[src/rtl/mem_port_arbiter_pkg.sv]
// mem_port_arbiter_pkg: shared state encoding and starvation defaults for the memory port arbiter
package mem_port_arbiter_pkg;

    typedef enum logic [1:0] {
        IDLE    = 2'b00,
        BUSY_IF = 2'b01,
        BUSY_DM = 2'b10
    } arb_state_t;

    localparam int STARVE_MAX_DEFAULT = 3;

    // Counter width wide enough to hold STARVE_MAX, kept within 2..4 bits
    function automatic int starve_width(input int smax);
        int w;
        w = $clog2(smax + 1);
        return (w < 2) ? 2 : (w > 4) ? 4 : w;
    endfunction

endpackage

[src/rtl/mem_port_arbiter.sv]
// mem_port_arbiter: shares one memory port between instruction fetch and data access, data first with starvation guard
module mem_port_arbiter
    import mem_port_arbiter_pkg::*;
#(
    parameter int STARVE_MAX = STARVE_MAX_DEFAULT
) (
    input  logic       clk,
    input  logic       rst,
    input  logic       if_req,
    input  logic [7:0] if_addr,
    output logic [7:0] if_rdata,
    output logic       if_valid,
    input  logic       dm_req,
    input  logic       dm_we,
    input  logic [7:0] dm_addr,
    input  logic [7:0] dm_wdata,
    output logic [7:0] dm_rdata,
    output logic       dm_valid,
    output logic       mem_req,
    output logic       mem_we,
    output logic [7:0] mem_addr,
    output logic [7:0] mem_wdata,
    input  logic [7:0] mem_rdata,
    input  logic       mem_ack,
    output logic       stall_fetch,
    output logic       stall_mem
);

    localparam int CW = starve_width(STARVE_MAX);
    localparam logic [CW-1:0] SMAX = CW'(STARVE_MAX);

    arb_state_t    state, state_d;
    logic [CW-1:0] starve_cnt, starve_d;
    logic [7:0]    addr_q, wdata_q;
    logic          we_q;
    logic          ack_if, ack_dm, grant_if, grant_dm;

    // Arbitration: idle favours data unless fetch is starved; an ack hands the port straight to the other requester
    always_comb begin
        ack_if   = mem_ack && state == BUSY_IF;
        ack_dm   = mem_ack && state == BUSY_DM;
        grant_if = (state == IDLE && if_req && (!dm_req || starve_cnt == SMAX)) || (ack_dm && if_req);
        grant_dm = (state == IDLE && dm_req && !grant_if) || (ack_if && dm_req);
        state_d  = grant_if ? BUSY_IF : grant_dm ? BUSY_DM : (ack_if || ack_dm) ? IDLE : state;
        starve_d = (!if_req || grant_if) ? '0 :
                   (grant_dm && starve_cnt != SMAX) ? starve_cnt + 1'b1 : starve_cnt;
    end

    // State register; reset abandons any access in flight
    always_ff @(posedge clk or negedge rst) begin
        if (!rst) state <= IDLE;
        else      state <= state_d;
    end

    // Access latch and starvation counter; the latched access is held steady until its ack
    always_ff @(posedge clk or negedge rst) begin
        if (!rst) begin
            starve_cnt <= '0;
            addr_q     <= '0;
            wdata_q    <= '0;
            we_q       <= 1'b0;
        end else begin
            starve_cnt <= starve_d;
            if (grant_if) begin
                addr_q  <= if_addr;
                wdata_q <= '0;
                we_q    <= 1'b0;
            end else if (grant_dm) begin
                addr_q  <= dm_addr;
                wdata_q <= dm_wdata;
                we_q    <= dm_we;
            end
        end
    end

    assign mem_req     = state != IDLE;
    assign mem_we      = state == BUSY_DM && we_q;
    assign mem_addr    = addr_q;
    assign mem_wdata   = wdata_q;
    assign if_valid    = ack_if;
    assign dm_valid    = ack_dm;
    assign if_rdata    = ack_if ? mem_rdata : '0;
    assign dm_rdata    = (ack_dm && !we_q) ? mem_rdata : '0;
    assign stall_fetch = if_req && !ack_if;
    assign stall_mem   = dm_req && !ack_dm;

endmodule
[config.mk]
export PLATFORM = sky130hd
export DESIGN_NAME = mem_port_arbiter
export DESIGN_NICKNAME = d
export VERILOG_FILES = /design/src/rtl/mem_port_arbiter_pkg.sv /design/src/rtl/mem_port_arbiter.sv
export SDC_FILE = /design/constraint.sdc
export NUM_CORES = 1
export LEC_CHECK = 0
export BUFFER_PORTS_ARGS = -buffer_cell sky130_fd_sc_hd__buf_2
export CAP_MARGIN = 20
export CORE_ASPECT_RATIO = 0.6
export CORE_UTILIZATION = 35
export DETAILED_ROUTE_END_ITERATION = 6
export PLACE_DENSITY = 0.68
export SYNTH_ARGS = -nofsm -noshare
export SYNTH_HDL_FRONTEND = slang
export SYNTH_SLANG_ARGS = --single-unit
[constraint.sdc]
create_clock -name clk -period 2.9 [get_ports clk]
set_input_delay 0.29 -clock clk [delete_from_list [all_inputs] [get_ports clk]]
set_output_delay 0.29 -clock clk [all_outputs]
set_load 0.05 [all_outputs]
# Word level (Yosys, flattened, before mapping)
# Index checks and enable logic that the tools add are counted.
dict set report totals {
  reg_bits 21
}
dict set report op_classes {
  n_mux 13
  reduce_logical 29
  eq_ne 4
  add_sub_neg 1
}
# cell count
set op_table {}
lappend op_table {{$mux 8} 6}
lappend op_table {{$logic_and 1x1->1} 13}
lappend op_table {{$mux 2} 5}
lappend op_table {{$logic_not 1->1} 6}
lappend op_table {{$reduce_bool 2->1} 3}
lappend op_table {{$logic_or 1x1->1} 5}
lappend op_table {{$eq 2x2->1 const B} 2}
lappend op_table {{$reduce_bool 3->1} 1}
lappend op_table {{$add 2x1->2 const B} 1}
lappend op_table {{$eq 2x1->1 const B} 1}
lappend op_table {{$logic_not 2->1} 1}
lappend op_table {{$mux 1} 2}
lappend op_table {{$ne 2x2->1 const B} 1}

# Logic depth before layout (Yosys ltp)
dict set report logic_depth {
  word_depth 10
  ltp_mapped 6
  depth_no_buf 4
}

# Least setup slack after synthesis
# Ideal clock, no wire load.
dict set report synth_path {
  kind {register to output}
  startpoint {reg state[0]}
  endpoint {out stall_fetch}
  stages_incl_launch_ff 5
  t_required_ns 2.610
  path_buffers 2
  arrival_ns 1.818
  path_slack_ns 0.792
  cell_sequence {dfrtp_1 > buf_4 > and3_1 > clkbuf_1 > nor2b_1}
}
dict set report synth_between {
  elab_chain_len 4
}
# item line
set synth_rtl {}
lappend synth_rtl {{from (decl)} mem_port_arbiter.sv:32} ;# arb_state_t state, state_d;
lappend synth_rtl {{from (signal assigned)} mem_port_arbiter.sv:52} ;# else state <= state_d;
lappend synth_rtl {{$eq 2x1->1} mem_port_arbiter.sv:40} ;# ack_if = mem_ack && state == BUSY_IF;
lappend synth_rtl {{$logic_and 1x1->1} mem_port_arbiter.sv:40}
lappend synth_rtl {{net if_valid} mem_port_arbiter.sv:12} ;# output logic if_valid,
lappend synth_rtl {{$logic_not 1->1} mem_port_arbiter.sv:84} ;# assign stall_fetch = if_req && !ack_if;
lappend synth_rtl {{$logic_and 1x1->1} mem_port_arbiter.sv:84}
lappend synth_rtl {{to (decl)} mem_port_arbiter.sv:25} ;# output logic stall_fetch,
# The timed path passes the listed nets, and every way through them passes these cells.

# Final worst setup path
dict set report layout_path {
  startpoint {reg state[1]}
  endpoint {out dm_rdata[0]}
}
dict set report layout_between {
  elab_chain_len 4
}
# item line
set layout_rtl {}
lappend layout_rtl {{$eq 2x2->1} mem_port_arbiter.sv:41} ;# ack_dm = mem_ack && state == BUSY_DM;
lappend layout_rtl {{$logic_and 1x1->1} mem_port_arbiter.sv:41}
lappend layout_rtl {{$logic_and 1x1->1} mem_port_arbiter.sv:83} ;# assign dm_rdata = (ack_dm && !we_q) ? mem_rdata : '0;
lappend layout_rtl {{$mux 8} mem_port_arbiter.sv:83}
lappend layout_rtl {{to (decl)} mem_port_arbiter.sv:17} ;# output logic [7:0] dm_rdata,
# No other way between the ends.

==> metrics.md <==
| Metric | Value |
|---|---|
| Status | finished clean |
| First-pass GRT wire length | ~4400 um |
| Critical path endpoint category | output pin |
| First-iteration detailed-routing DRC count | 28 |
| Sw Ratio | 0.538 |
| Ant. Diodes | 0 |
| VDD IR-drop max | approximately 0.0006 V |
| Routed wire length | approximately 3000 um |
| Starting density of the core | 0.386 |
| # resized after CTS | 0 |
| Power Total | 1.93 mW |
| Type of the worst setup path | reg -> out |
| Lkg Pwr | about 0.9 nW |
| Setup TNS | 0 ns |
| Maximum clock rate | roughly 0.45 GHz |
| Seq/Total Area, Yosys | 0.451 |
| Gate Count Post-Synth | 96 |
| Reg2reg setup slack | around 0.93 ns |
| Most frequent cell after synthesis | dfrtp_1 |
| Drt drc | 0 |
| Final setup fails | 0 |
| Rel. slew slack | 0.440 |
| Area growth syn-to-layout | 38.6% |
| Post-synth top cells | 21 x dfrtp_1, 17 x and2_1, 9 x a22o_1, 9 x mux2_4, 7 x mux2_2 |
| Buf+Inv Stages, Crit Path | 2 |
| Clock skew | ~0.0012 ns |
| PortBufs | 75 |
| Startpoint Class | register |
| Comb power frac | 0.633 |
| Total die area | 3570 um2 |
| Switching Power | around 1.0 mW |
| Final min period | approximately 2.2 ns |
| FILL cells | 281 |
| Vias | between 900 and 1,000 |
| GRT overflow | 0 |
| Vias in the first global route | ~900 |
| Hpwl dp | ~2300 um |
| DIE WIDTH | 76.5 um |
| Number of synthesized register bits | 21 |
| Final period util | 0.762 |
| Max-Cap Viols | 0 |
| Syn_nets | about 140 |
| Worst r2r src | state[0] |
| Synth area leaders | dfrtp_1 45%, mux2_4 12%, and2_1 9.1% |
| Critical Path RT | approximately 2.6 ns |
| Synthesized area per cell | approximately 12 um2 |
| Drt via density | roughly 4.6 |
| Final Max Tran Viols | 0 |
| Total power divided by cell area | ~1200 nW/um2 |
| Crit path launch | state[1] |
| Hold path cells | 2 |
| Inserted Clock Buffers | 3 |
| DR pass1 iterations | 4 |
| RSZ-0062 raised after global routing | false |
| Share of flip-flops with an asynchronous set or reset | 1.00 |
| Core outline area | between 3000 and 4000 um2 |
| Layout cells sized above 1 | 0.593 |
| Crit path depth | 5 |
| Hold_sp | dm_wdata[3] |
| EDFF count, synth | 0 |
| Clock slew seen by the registers of the worst setup and hold paths | approximately 0.070 ns |
| Max stage delay cell, worst path | dfrtp_1 |
| Cell variety after synth | 30 |
| Initial antenna violation count | 0 |
| CTS tree | done |
| Clk root buf | clkbuf_8 |
| Reg power frac | 0.271 |
| Crit path max-delay family | simple AND/OR/NAND/NOR gates |
| CP Data Arrival Time | roughly 1.9 ns |
| Clock Path Buffers | 2 |
| Worst Tran Pin Value | between 0.8 and 0.9 ns |
| Post-CTS Setup Bufs | 0 |
| CTS HTree Levels | 1 |
| Rows | 15 |
| Hold Path Class | in -> reg |
| Cells along the critical path | inv_2 > or3_1 > nor2_1 > and2_1 > buf_2 |
| Die height | ~47 um |
| Post-synth top area cell | dfrtp_1 |
| CP max FO | 8 |
| Largest net degree at the start of global routing | 22 |
| Critical Path Max Stage Delay | 0.43 ns |
| Power Internal | between 0.8 and 0.9 mW |
| Worst r2r path cells | 4 |
| FF+latch area | roughly 530 um2 |
| Nets | 212 |
| Routed Antenna Nets | 0 |
| Multi-input logic area | approximately 590 um2 |
| Final Hold Viols | 0 |
| Mapped Area | around 1200 um2 |
| Avg WL per Cell | approximately 14 um |
| Top_reg_cell synth | dfrtp_1 |
| Syn. warnings | 0 |
| Clock power share | 0.096 |
| Hold Path End | mem_wdata[3] |
| Reg-to-reg endpoint | mem_addr[3] |
| Share of the synthesized area in the top cell type | 0.451 |
| Top Ports | between 70 and 80 |
| Clock sink total | 21 |
| Gr usage total | 0.163 |
| Hold Buf Count CTS | 1 |
| GPL Wtd Cong | between 0.7 and 0.8 |
| Later-pin clock latency in the skew report | between 0.2 and 0.3 ns |
-- metrics by stage --
step           hold slack (ns)   util  setup slack [ns]  instance area (um2)  cells
2_1_floorplan         -0.00559      -             0.792                 1160     96
3_3_place_gp             0.262  0.516              1.01                 1560    209
3_5_place_dp             0.267  0.516             0.955                 1560    209
4_1_cts                  0.250  0.534             0.712                 1610    214
5_1_grt                  0.240  0.534             0.584                 1610    214
6_report                 0.254  0.534             0.691                 1610    214
-- routing by layer --
metal	vias to the layer above	GRT usage	part of all wire
met3	0	0.0574	0.056
met2	33	0.276	0.48
met4	0	0.0115	0
met5	-	0	0
li1	491	-	-
met1	461	0.215	0.47
-- cells in the final DEF, fill, tap and decap left out --
cell type       n
o221a_4         1
o22ai_1         1
or3_1           1
nor2b_1         1
xnor2_1         1
buf_2          75
a22o_1          9
nand2b_4        1
mux2i_1         1
a21o_2          1
nor2_1          5
and3_1          1
clkbuf_8        3
a21oi_1         1
inv_2           1
dlygate4sd3_1   1
inv_1           2
or2_2           1
o21ai_0         3
clkbuf_1        1
a221oi_2        1
nand2b_1        1
mux2_2          7
nor2_2          1
and2_1         17
ha_1            1
mux2_4          9
dfrtp_1        21
nor2b_2         1
a211oi_1        1
nor3b_1         1
-- sequential cells by signal, indices dropped and copies added, names as in the netlist --
name,cells
mem_addr,8
mem_wdata,8
starve_cnt,2
state,2
we_q,1
-- how the worst max path moves through the flow --
stage	end	slack, ns
floorplan	stall_fetch	0.79
detailed placement	mem_addr[0]	0.95
global placement	mem_addr[5]	1.01
CTS	dm_rdata[0]	0.71
finish	dm_rdata[0]	0.69
global route	dm_rdata[0]	0.58
-- power by group through the flow --
stage,Combinational (mW),Sequential (mW),Clock (mW)
finish,1.22,0.523,0.185
global route,1.28,0.543,0.210
CTS,1.23,0.521,0.191
detailed placement,1.23,0.521,0
global placement,1.21,0.516,0
floorplan,0.613,0.887,0
-- worst reg2reg max path: cells and delay by family (launching register included) --
family,cells,cell delay [ns]
simple gates,2,0.84
flops,1,0.51
mux,1,0.42
compound gates,1,0.09
-- area by class of cell --
| cell class | instances | share of cell area |
|---|---|---|
| well taps | 42 | 0.0326 |
| clock buffers | 4 | 0.0279 |
| repair buffers | 76 | 0.239 |
| flip-flops and latches | 21 | 0.326 |
| multi-input cells | 68 | 0.368 |
| inverters | 3 | 0.00698 |
-- kinds of logic after synthesis --
logic type	after synthesis	synth area share
buffers and inverters	7	0.0387
DFF	21	0.451
adders and majority gates	1	0.0107
xor gates and xnor gates	1	0.00752
and+or+nand+nor	31	0.165
muxes	17	0.192
AOI/OAI and AO/OA	18	0.134
No activity file was read; power rests on OpenSTA's default activity.
